--- config.mk ---
export PLATFORM = sky130hd
export DESIGN_NAME = ifq_multi_issue
export DESIGN_NICKNAME = d
export VERILOG_FILES = /design/src/rtl/ifq_pkg.sv /design/src/rtl/ifq_line_buf.sv /design/src/rtl/ifq_multi_issue.sv
export SDC_FILE = /design/constraint.sdc
export NUM_CORES = 1
export LEC_CHECK = 0
export CAP_MARGIN = 5
export CORE_AREA = 2 2 239 241
export CTS_BUF_LIST = sky130_fd_sc_hd__clkbuf_8
export DETAILED_ROUTE_END_ITERATION = 16
export DIE_AREA = 0 0 241 243
export PLACE_DENSITY = 0.82
export SYNTH_ARGS = -nofsm -noshare
export SYNTH_HDL_FRONTEND = slang
export SYNTH_SLANG_ARGS = --single-unit
export TNS_END_PERCENT = 20
--- constraint.sdc ---
create_clock -name clk -period 5.7 [get_ports clk]
set_input_delay 1.425 -clock clk [delete_from_list [all_inputs] [get_ports clk]]
set_output_delay 1.425 -clock clk [all_outputs]
set_load 0.02 [all_outputs]
--- src/rtl/ifq_pkg.sv ---
// Shared helpers and default-configuration types for the multi-issue fetch queue.
package ifq_pkg;

  localparam int IFQ_DATA_WIDTH     = 32;
  localparam int IFQ_INSTR_PER_LINE = 4;

  function automatic int line_bytes(input int instr_per_line);
    return instr_per_line * 4;
  endfunction

  // Word index of a byte address within its cache line.
  function automatic int unsigned word_off(input logic [31:0] addr, input int instr_per_line);
    return (addr >> 2) % instr_per_line;
  endfunction

  typedef logic [IFQ_DATA_WIDTH*IFQ_INSTR_PER_LINE-1:0] ifq_line_t;

  typedef struct packed {
    logic [IFQ_DATA_WIDTH-1:0] instr;
    logic [IFQ_DATA_WIDTH-1:0] pc;
  } ifq_slot_t;

endpackage

--- src/rtl/ifq_line_buf.sv ---
// Line storage for the fetch queue: one write port, combinational reads of head and head+1.
module ifq_line_buf
  import ifq_pkg::*;
#(
  parameter int LINE_W = 128,
  parameter int DEPTH  = 4,
  parameter int PTR_W  = 2
) (
  input  logic              clk,
  input  logic              i_we,
  input  logic [PTR_W-1:0]  i_waddr,
  input  logic [LINE_W-1:0] i_wdata,
  input  logic [PTR_W-1:0]  i_raddr,
  output logic [LINE_W-1:0] o_head,
  output logic [LINE_W-1:0] o_next
);

  logic [LINE_W-1:0] r_mem [DEPTH];
  logic [PTR_W-1:0]  w_next_addr;

  always_ff @(posedge clk) begin
    if (i_we) r_mem[i_waddr] <= i_wdata;
  end

  // Depth is a power of two, so the increment wraps naturally.
  assign w_next_addr = i_raddr + PTR_W'(1);
  assign o_head      = r_mem[i_raddr];
  assign o_next      = r_mem[w_next_addr];

endmodule

--- src/rtl/ifq_multi_issue.sv ---
// Multi-issue instruction fetch queue. Optional same-cycle bypass of an empty queue
// is enabled by defining IFQ_BYPASS_EN.
module ifq_multi_issue
  import ifq_pkg::*;
#(
  parameter int DATA_WIDTH     = 32,
  parameter int INSTR_PER_LINE = 4,
  parameter int FIFO_DEPTH     = 4,
  parameter int ISSUE_WIDTH    = 2,
  parameter logic [DATA_WIDTH-1:0] RESET_PC = '0,
  localparam int LINE_W = DATA_WIDTH * INSTR_PER_LINE,
  localparam int CNT_W  = $clog2(ISSUE_WIDTH + 1)
) (
  input  logic                              clk,
  input  logic                              rst,
  output logic [DATA_WIDTH-1:0]             fetch_pc,
  input  logic [LINE_W-1:0]                 line_data,
  input  logic                              line_valid,
  output logic                              line_ready,
  input  logic                              redirect_valid,
  input  logic [DATA_WIDTH-1:0]             redirect_pc,
  output logic [ISSUE_WIDTH-1:0]            out_valid,
  output logic [ISSUE_WIDTH*DATA_WIDTH-1:0] out_instr,
  output logic [ISSUE_WIDTH*DATA_WIDTH-1:0] out_pc,
  input  logic [CNT_W-1:0]                  deq_num,
  output logic                              empty
);

  localparam int OFF_W      = $clog2(INSTR_PER_LINE);
  localparam int PTR_W      = $clog2(FIFO_DEPTH);
  localparam int CNT_RW     = $clog2(FIFO_DEPTH) + 1;
  localparam int AV_W       = $clog2(FIFO_DEPTH * INSTR_PER_LINE) + 1;
  localparam int LINE_BYTES = line_bytes(INSTR_PER_LINE);

  logic [PTR_W-1:0]      r_wp, r_rp;
  logic [CNT_RW-1:0]     r_count;
  logic [OFF_W-1:0]      r_off;
  logic [DATA_WIDTH-1:0] r_pc_base, r_fetch_pc;

  logic              w_accept, w_bypass, w_pop;
  logic [AV_W-1:0]   w_avail;
  logic [LINE_W-1:0] w_head, w_next;
  logic [CNT_W-1:0]  w_nvalid, w_deq;
  logic [OFF_W:0]    w_off_sum;
  logic [ISSUE_WIDTH-1:0] w_valid;

  assign line_ready = (r_count != CNT_RW'(FIFO_DEPTH));
  assign w_accept   = line_valid && line_ready && !redirect_valid;
  assign empty      = (r_count == '0);
  assign fetch_pc   = r_fetch_pc;
  assign out_valid  = w_valid;

`ifdef IFQ_BYPASS_EN
  assign w_bypass = w_accept && (r_count == '0);
`else
  assign w_bypass = 1'b0;
`endif

  // Guarded so a redirect leaves a stale offset with no stored line without underflow.
  assign w_avail = (r_count == '0) ? '0
                 : AV_W'(r_count) * AV_W'(INSTR_PER_LINE) - AV_W'(r_off);

  ifq_line_buf #(
    .LINE_W (LINE_W),
    .DEPTH  (FIFO_DEPTH),
    .PTR_W  (PTR_W)
  ) u_line_buf (
    .clk     (clk),
    .i_we    (w_accept),
    .i_waddr (r_wp),
    .i_wdata (line_data),
    .i_raddr (r_rp),
    .o_head  (w_head),
    .o_next  (w_next)
  );

  generate
    for (genvar gi = 0; gi < ISSUE_WIDTH; gi++) begin : g_slot
      logic [OFF_W:0]    w_idx;
      logic [OFF_W-1:0]  w_word;
      logic              w_cross;
      logic [LINE_W-1:0] w_src;

      assign w_idx   = {1'b0, r_off} + (OFF_W + 1)'(gi);
      assign w_word  = w_idx[OFF_W-1:0];
      assign w_cross = w_idx[OFF_W];
      assign w_src   = w_bypass ? line_data : (w_cross ? w_next : w_head);

      assign out_instr[gi*DATA_WIDTH +: DATA_WIDTH] = w_src[w_word*DATA_WIDTH +: DATA_WIDTH];
      assign out_pc[gi*DATA_WIDTH +: DATA_WIDTH]    = r_pc_base + DATA_WIDTH'(4 * gi);
      assign w_valid[gi] = w_bypass ? !w_cross : (AV_W'(gi) < w_avail);
    end
  endgenerate

  always_comb begin
    w_nvalid = '0;
    for (int i = 0; i < ISSUE_WIDTH; i++) begin
      w_nvalid = w_nvalid + CNT_W'(w_valid[i]);
    end
  end

  // Over-consumption is clamped so an illegal deq_num cannot corrupt pointers.
  assign w_deq     = redirect_valid ? '0 : ((deq_num > w_nvalid) ? w_nvalid : deq_num);
  assign w_off_sum = {1'b0, r_off} + (OFF_W + 1)'(w_deq);
  assign w_pop     = w_off_sum[OFF_W];

  always_ff @(posedge clk) begin
    if (rst) begin
      r_wp       <= '0;
      r_rp       <= '0;
      r_count    <= '0;
      r_off      <= '0;
      r_pc_base  <= RESET_PC;
      r_fetch_pc <= RESET_PC;
    end else if (redirect_valid) begin
      r_wp       <= '0;
      r_rp       <= '0;
      r_count    <= '0;
      r_off      <= OFF_W'(word_off(32'(redirect_pc), INSTR_PER_LINE));
      r_pc_base  <= redirect_pc;
      r_fetch_pc <= redirect_pc & ~DATA_WIDTH'(LINE_BYTES - 1);
    end else begin
      if (w_accept) begin
        r_wp       <= r_wp + PTR_W'(1);
        r_fetch_pc <= r_fetch_pc + DATA_WIDTH'(LINE_BYTES);
      end
      if (w_pop) r_rp <= r_rp + PTR_W'(1);
      case ({w_accept, w_pop})
        2'b10:   r_count <= r_count + CNT_RW'(1);
        2'b01:   r_count <= r_count - CNT_RW'(1);
        default: r_count <= r_count;
      endcase
      r_off     <= w_off_sum[OFF_W-1:0];
      r_pc_base <= r_pc_base + (DATA_WIDTH'(w_deq) << 2);
    end
  end

  always_ff @(posedge clk) begin
    if (!rst && !redirect_valid) assert (deq_num <= w_nvalid);
  end

endmodule

* After elaboration in Yosys (flattened, before gate mapping)
Memory sizes are Yosys's and may differ from the RTL's. A register that Yosys moved wholly into a read port is not among the register bits.
Cells that the tools add are included.
** Storage, ports and cells
- Output and inout bits :: 164
- RAM bits :: 512
- Register bits after elaboration :: 73
- Word-level logic and storage cells :: 47
- Memories :: 1
- Input port bits :: 166
** Operators by class
- Reduce and logical (&&, ||, !) cells :: 7
- Shift operators :: 2
- Add/subtract/negate cells :: 11
- Equality and inequality tests :: 3
- Mux-type cells :: 13
- Magnitude comparators :: 3
** Memories
- u_line_buf.r_mem :: depth 4, width 128, read ports 2, clocked after memory_dff 1, wr ports 1, RTL line ifq_line_buf.sv:18 : logic [LINE_W-1:0] r_mem [DEPTH];
** Operators with widths (count)
- 128-bit by 8-bit indexed part select with 32-bit output :: 2
- 128-bit 2-to-1 mux :: 1
- 32-bit 2-to-1 mux :: 3
- 32-bit by 3-bit adder with 32-bit output, second input constant :: 1
- 32-bit by 4-bit adder with 32-bit output :: 1
- 32-bit by 5-bit adder with 32-bit output, second input constant :: 1
- 1-bit by 5-bit less-than comparator with 1-bit output, first input constant :: 2
- 2-bit 2-to-1 mux :: 5
- 3-bit case mux with 2 select lines :: 1
- 5-bit 2-to-1 mux :: 1
- 5-bit by 2-bit subtractor with 5-bit output :: 1
- 2-bit by 1-bit adder with 2-bit output, second input constant :: 2
- 2-bit nonzero test :: 2
- 2-bit by 1-bit adder with 3-bit output, second input constant :: 1
- 2-bit by 2-bit adder with 3-bit output :: 1
- 3-bit by 1-bit adder with 3-bit output, second input constant :: 1
- 3-bit zero test :: 1
- 3-bit inequality test, second input constant :: 1
- 3-bit by 1-bit subtractor with 3-bit output, second input constant :: 1
- 1-bit by 1-bit adder with 2-bit output :: 1
- 2-bit by 1-bit == test with 1-bit output, second input constant :: 1
- 2-bit == test, second input constant :: 1
- 2-bit > comparator :: 1
- 1-bit logical AND :: 2
- 3 further kinds :: 4

* Logic depth before layout (Yosys ltp)
- Depth in word-level cells :: 10
- Depth in mapped cells :: 23
- Depth with buffers taken out :: 21

* By module
A second synthesis with hierarchy kept.
** Second synthesis, totals
- Cell total of the unflattened synthesis :: 1524
- Area total of the unflattened synthesis :: 29074.1 µm²
** Modules (own cells, without submodules)
- ifq_line_buf :: times used 1, area each 21825.9 µm², cells an instance 829, sequential area each 15374.7 µm²
- ifq_multi_issue :: times used 1, area each 7248.2 µm², cells an instance 695, sequential area each 1381.3 µm²

* Worst setup path after synthesis
Ideal clock, no wire load.
- Path type :: input -> register
- Start :: input port line_valid
- End :: memory u_line_buf.r_mem[0][0], enable pin
- Setup time :: 0.503 ns
- Slack :: 0.136 ns
- Cell stages on the path :: 4
- Buffers on the path :: 1
- Data arrival time :: 5.062 ns
- Data required time :: 5.197 ns
- Path through :: clkbuf_1 nand2_1 nor2_1 and2_1
** On the way
- Cells in the longest elaborated chain, start to end :: 4
** RTL lines
- start: declaration :: RTL line ifq_multi_issue.sv:18 : input logic line_valid,
- 1-bit logical AND (2 in a row) :: RTL line ifq_multi_issue.sv:48 : assign w_accept = line_valid && line_ready && !redirect_valid;
- 1-bit 2-to-1 mux :: RTL line ifq_line_buf.sv:22 : if (i_we) r_mem[i_waddr] <= i_wdata;
- 1-bit 2-to-1 mux (not written as such) :: RTL line ifq_line_buf.sv:22
- end: declaration :: RTL line ifq_line_buf.sv:18
No other way between the ends.

* Worst setup path in the final report
- Start :: register r_off[0]
- End :: output port out_instr[51]
** On the way
- Cells in the longest elaborated chain, start to end :: 3
** RTL lines
- start: declaration :: RTL line ifq_multi_issue.sv:37 : logic [OFF_W-1:0] r_off;
- start signal: assignment :: RTL line ifq_multi_issue.sv:119 : r_off <= OFF_W'(word_off(32'(redirect_pc), INSTR_PER_LINE));
- start signal: assignment :: RTL line ifq_multi_issue.sv:133 : r_off <= w_off_sum[OFF_W-1:0];
- 2-bit by 1-bit adder with 3-bit output * :: RTL line ifq_multi_issue.sv:84 : assign w_idx = {1'b0, r_off} + (OFF_W + 1)'(gi);
- 128-bit 2-to-1 mux :: RTL line ifq_multi_issue.sv:87 : assign w_src = w_bypass ? line_data : (w_cross ? w_next : w_head);
- 128-bit by 8-bit indexed part select with 32-bit output * :: RTL line ifq_multi_issue.sv:89 : assign out_instr[gi*DATA_WIDTH +: DATA_WIDTH] = w_src[w_word*DATA_WIDTH +: DATA_WIDTH];
- end: declaration :: RTL line ifq_multi_issue.sv:23 : output logic [ISSUE_WIDTH*DATA_WIDTH-1:0] out_instr,
Every way passes the cells marked *; elsewhere a longest branch is shown, timed or not.

==> impl_metrics.py <==
metrics = {
    "setup_path": {
        "cp_max_fo": 29,
        "worstReg2RegStart": "r_off[0]$_SDFF_PP0_",
        "cp_data_required_time_ps": 4280,
        "critPathMaxStageDelay_ps": 650,
        "worstPathCellList": "buf_4, ha_1, and3b_2, buf_12, a22o_1, a31oi_1, nand3_1, clkdlybuf4s50_1",
        "crit_arrival_ps": 4020,
        "end_kind": "output port",
        "critical_path.startpoint": "r_off[0]$_SDFF_PP0_",
        "slowest_stage": "clkdlybuf4s50_1",
        "worstSetupPathType": "flip-flop to output port",
        "worstSetupStartpointType": "flip-flop",
    },
    "synth": {
        "synth-seq-area-share": 0.572,
        "synth_cell_type_count": 65,
        "ys_top_cells_by_area": "edfxtp_1 52%, mux4_2 17%, mux2i_1 5.2%",
        "synth_edf_count": 512,
        "ys_seq_elements": 583,
        "yosysTopAreaCell": "edfxtp_1",
        "avgSynthCellArea_sq_um": 15.7,
        "async_reset_ff_frac": 0,
        "ys.flop_type": "edfxtp_1",
        "synthCells": 1870,
        "synth_top_area_frac": 0.524,
        "yosysWarnings": 0,
        "synth_area_sq_mm": 0.0293,
    },
    "grt": {
        "grt_pass1_wl_mm": 124,
        "grt_max_degree": 78,
        "first_global_vias": 20700,
        "antenna_found_initial": 13,
        "grt_overflow": 0,
        "grt_use_total": 0.281,
    },
    "floorplanning": {
        "core_sq_mm": 0.0560,
        "pin_count": 330,
        "dieHeight_um": 243,
        "initial_utilization": 0.524,
        "die_width_um": 241,
        "die-area_sq_mm": 0.0586,
        "rows": 87,
    },
    "clock_network": {
        "h-tree-depth": 3,
        "ctsResizeCount": 0,
        "clock_path_buffers": 3,
        "postCtsSetupBuffers": 0,
        "cts_inserted_buffers": 94,
        "cts-hold-fix-buffers": 0,
        "root_buffer": "clkbuf_8",
        "cts_tree": "yes",
        "insertion_delay_ps": 700,
        "clock_sinks": 583,
        "path_clk_slew_ps": 60,
    },
    "min_path": {
        "hp-class": "flip-flop to flip-flop",
        "hp-start": "r_wp[1]$_SDFFE_PP0P_",
    },
    "timing": {
        "setup_viol": 0,
        "hold_violations": 0,
        "tightest_slew_ps": 1090,
        "min_period_ps": 5440,
        "fin_worst_skew_ps": 33.0,
        "setup-tns-final_ps": 0,
        "period_share": 0.954,
        "rsz0062_at_grt": "false",
        "max_freq_ghz": 0.184,
        "slew_violations": 0,
        "slew_headroom": 0.266,
    },
    "pwr": {
        "p_int_mw": 7.05,
        "p_sw_frac": 0.253,
        "p_switching_mw": 2.39,
        "comb_power_share": 0.118,
        "power.total_mw": 9.44,
        "vdd_drop_max_mv": 0.186,
        "leakage_nw": 10.8,
        "p_seq_frac": 0.512,
        "p_per_area_mw_per_mm2": 268,
        "clkPwrFrac": 0.370,
    },
    "detailed_routing": {
        "antenna_left": 0,
        "vias": 20400,
        "viasPerCell": 6.73,
        "drc": 0,
        "wirelength_mm": 82.8,
        "dr.pass1.iters": 5,
        "drt_iter0_markers": 2214,
        "wl_per_cell_um": 27.4,
    },
    "place": {
        "port_buffers": 325,
        "gp_congestion": 0.884,
        "dp_hpwl_mm": 52.1,
    },
    "cells_and_area": {
        "layout-drive-gt1-share": 0.207,
        "area.growth.synth_to_final_pct": 20.1,
        "nFillCells": 4038,
        "fin_nets": 2370,
    },
    "run": {
        "max_cap_violations": 0,
    },
    "status": {
        "status": "complete, no violations",
    },
}
## final cells by class
cell class	instances	area, sq um	share of cell area
inverters	21	78.8	0.00224
diodes	7	17.5	0.000497
well taps	756	946	0.0268
clock buffers	94	1290	0.0367
flip-flops and latches	583	16800	0.477
repair buffers	374	3820	0.108
multi-input cells	1112	11800	0.334
clock inverters	77	514	0.0146
## kinds of logic after synthesis
kind of cell / after synthesis / synth area share
other cells: 1 / 0.000128
fa+ha+maj: 18 / 0.00844
flops: 583 / 0.572
xor+xnor: 51 / 0.0152
simple gates: 322 / 0.0616
buf+inv: 178 / 0.0287
mux: 405 / 0.235
compound gates: 312 / 0.0787
## power groups by stage
| stage | sequential [mW] | clock [mW] | combinational, mW |
|---|---|---|---|
| floorplan | 4.92 | 0 | 0.532 |
| global placement | 4.91 | 0 | 1.08 |
| detailed placement | 4.92 | 0 | 1.10 |
| CTS | 4.83 | 3.55 | 1.11 |
| global route | 4.84 | 3.73 | 1.17 |
| finish | 4.83 | 3.49 | 1.12 |
## registers in the layout (all words and copies together) (netlist names), named ones only
register,cells
fetch_pc,28
r_count,3
r_off,2
r_pc_base,32
r_rp,2
r_wp,2
u_line_buf.r_mem,512
## worst paths after layout
kind,endpoint,slack [ps],cells after the start
worst max-delay path,out_instr[51],260,8
worst max register to register,r_count[2]$_SDFFE_PP0P_,970,20
worst min register to register,r_wp[1]$_SDFFE_PP0P_,520,2
worst min-delay path,r_wp[1]$_SDFFE_PP0P_,520,2
## cell usage after synthesis, types with 27 or more instances
cell type and number:
a22oi_1 132, clkbuf_1 75, nand4_1 36, nand3_1 56, nor3_1 27, mux2i_1 153, edfxtp_1 512, xnor2_1 28
dfxtp_1 71, mux4_2 224, nor2_1 45, buf_2 54, nand2_1 54, mux2_2 28
## metrics by stage
stage | area, sq um | util | hold WS [ps] | cells | worst slack [ps]
after floorplan | 29400 | - | 469 | 1873 | 136
after global placement | 33400 | 0.597 | 494 | 2846 | 620
after detailed placement | 33400 | 0.597 | 502 | 2846 | 558
after CTS | 35200 | 0.630 | 510 | 3017 | 259
after global routing | 35300 | 0.630 | 539 | 3024 | 132
final | 35300 | 0.630 | 516 | 3024 | 260
## cells in the final DEF (no fill, tap or decap), drive strengths merged, types with 18 or more instances in the layout
cell / count
o31a: 25
edfxtp: 512
buf: 50
clkinv: 46
clkbuf: 94
a22oi: 132
and4: 18
clkdlybuf4s50: 324
xnor2: 28
nand2: 54
nor2: 45
o21a: 21
nand4: 39
nand3: 57
xor2: 23
mux4: 224
nor3: 27
a31oi: 21
mux2i: 153
nor4: 23
mux2: 28
inv: 43
dfxtp: 71
## worst max-delay path: cells and delay by family (launching register included)
family	cells	cell delay [ps]
fa+ha+maj	1	430
compound gates	2	200
simple gates	2	820
flops	1	410
buf+inv	3	1440
## metal layers
| layer | GRT usage | part of all wire | vias to the layer above | routed length, um |
|---|---|---|---|---|
| met1 | 0.360 | 0.37 | 10300 | 30600 |
| met3 | 0.0635 | 0.10 | 226 | 8620 |
| met5 | 0 | 0.0010 | - | 85 |
| met4 | 0.125 | 0.035 | 12 | 2870 |
| met2 | 0.460 | 0.49 | 1417 | 40700 |
| li1 | - | - | 8430 | - |
(Power assumes the default switching activity.)
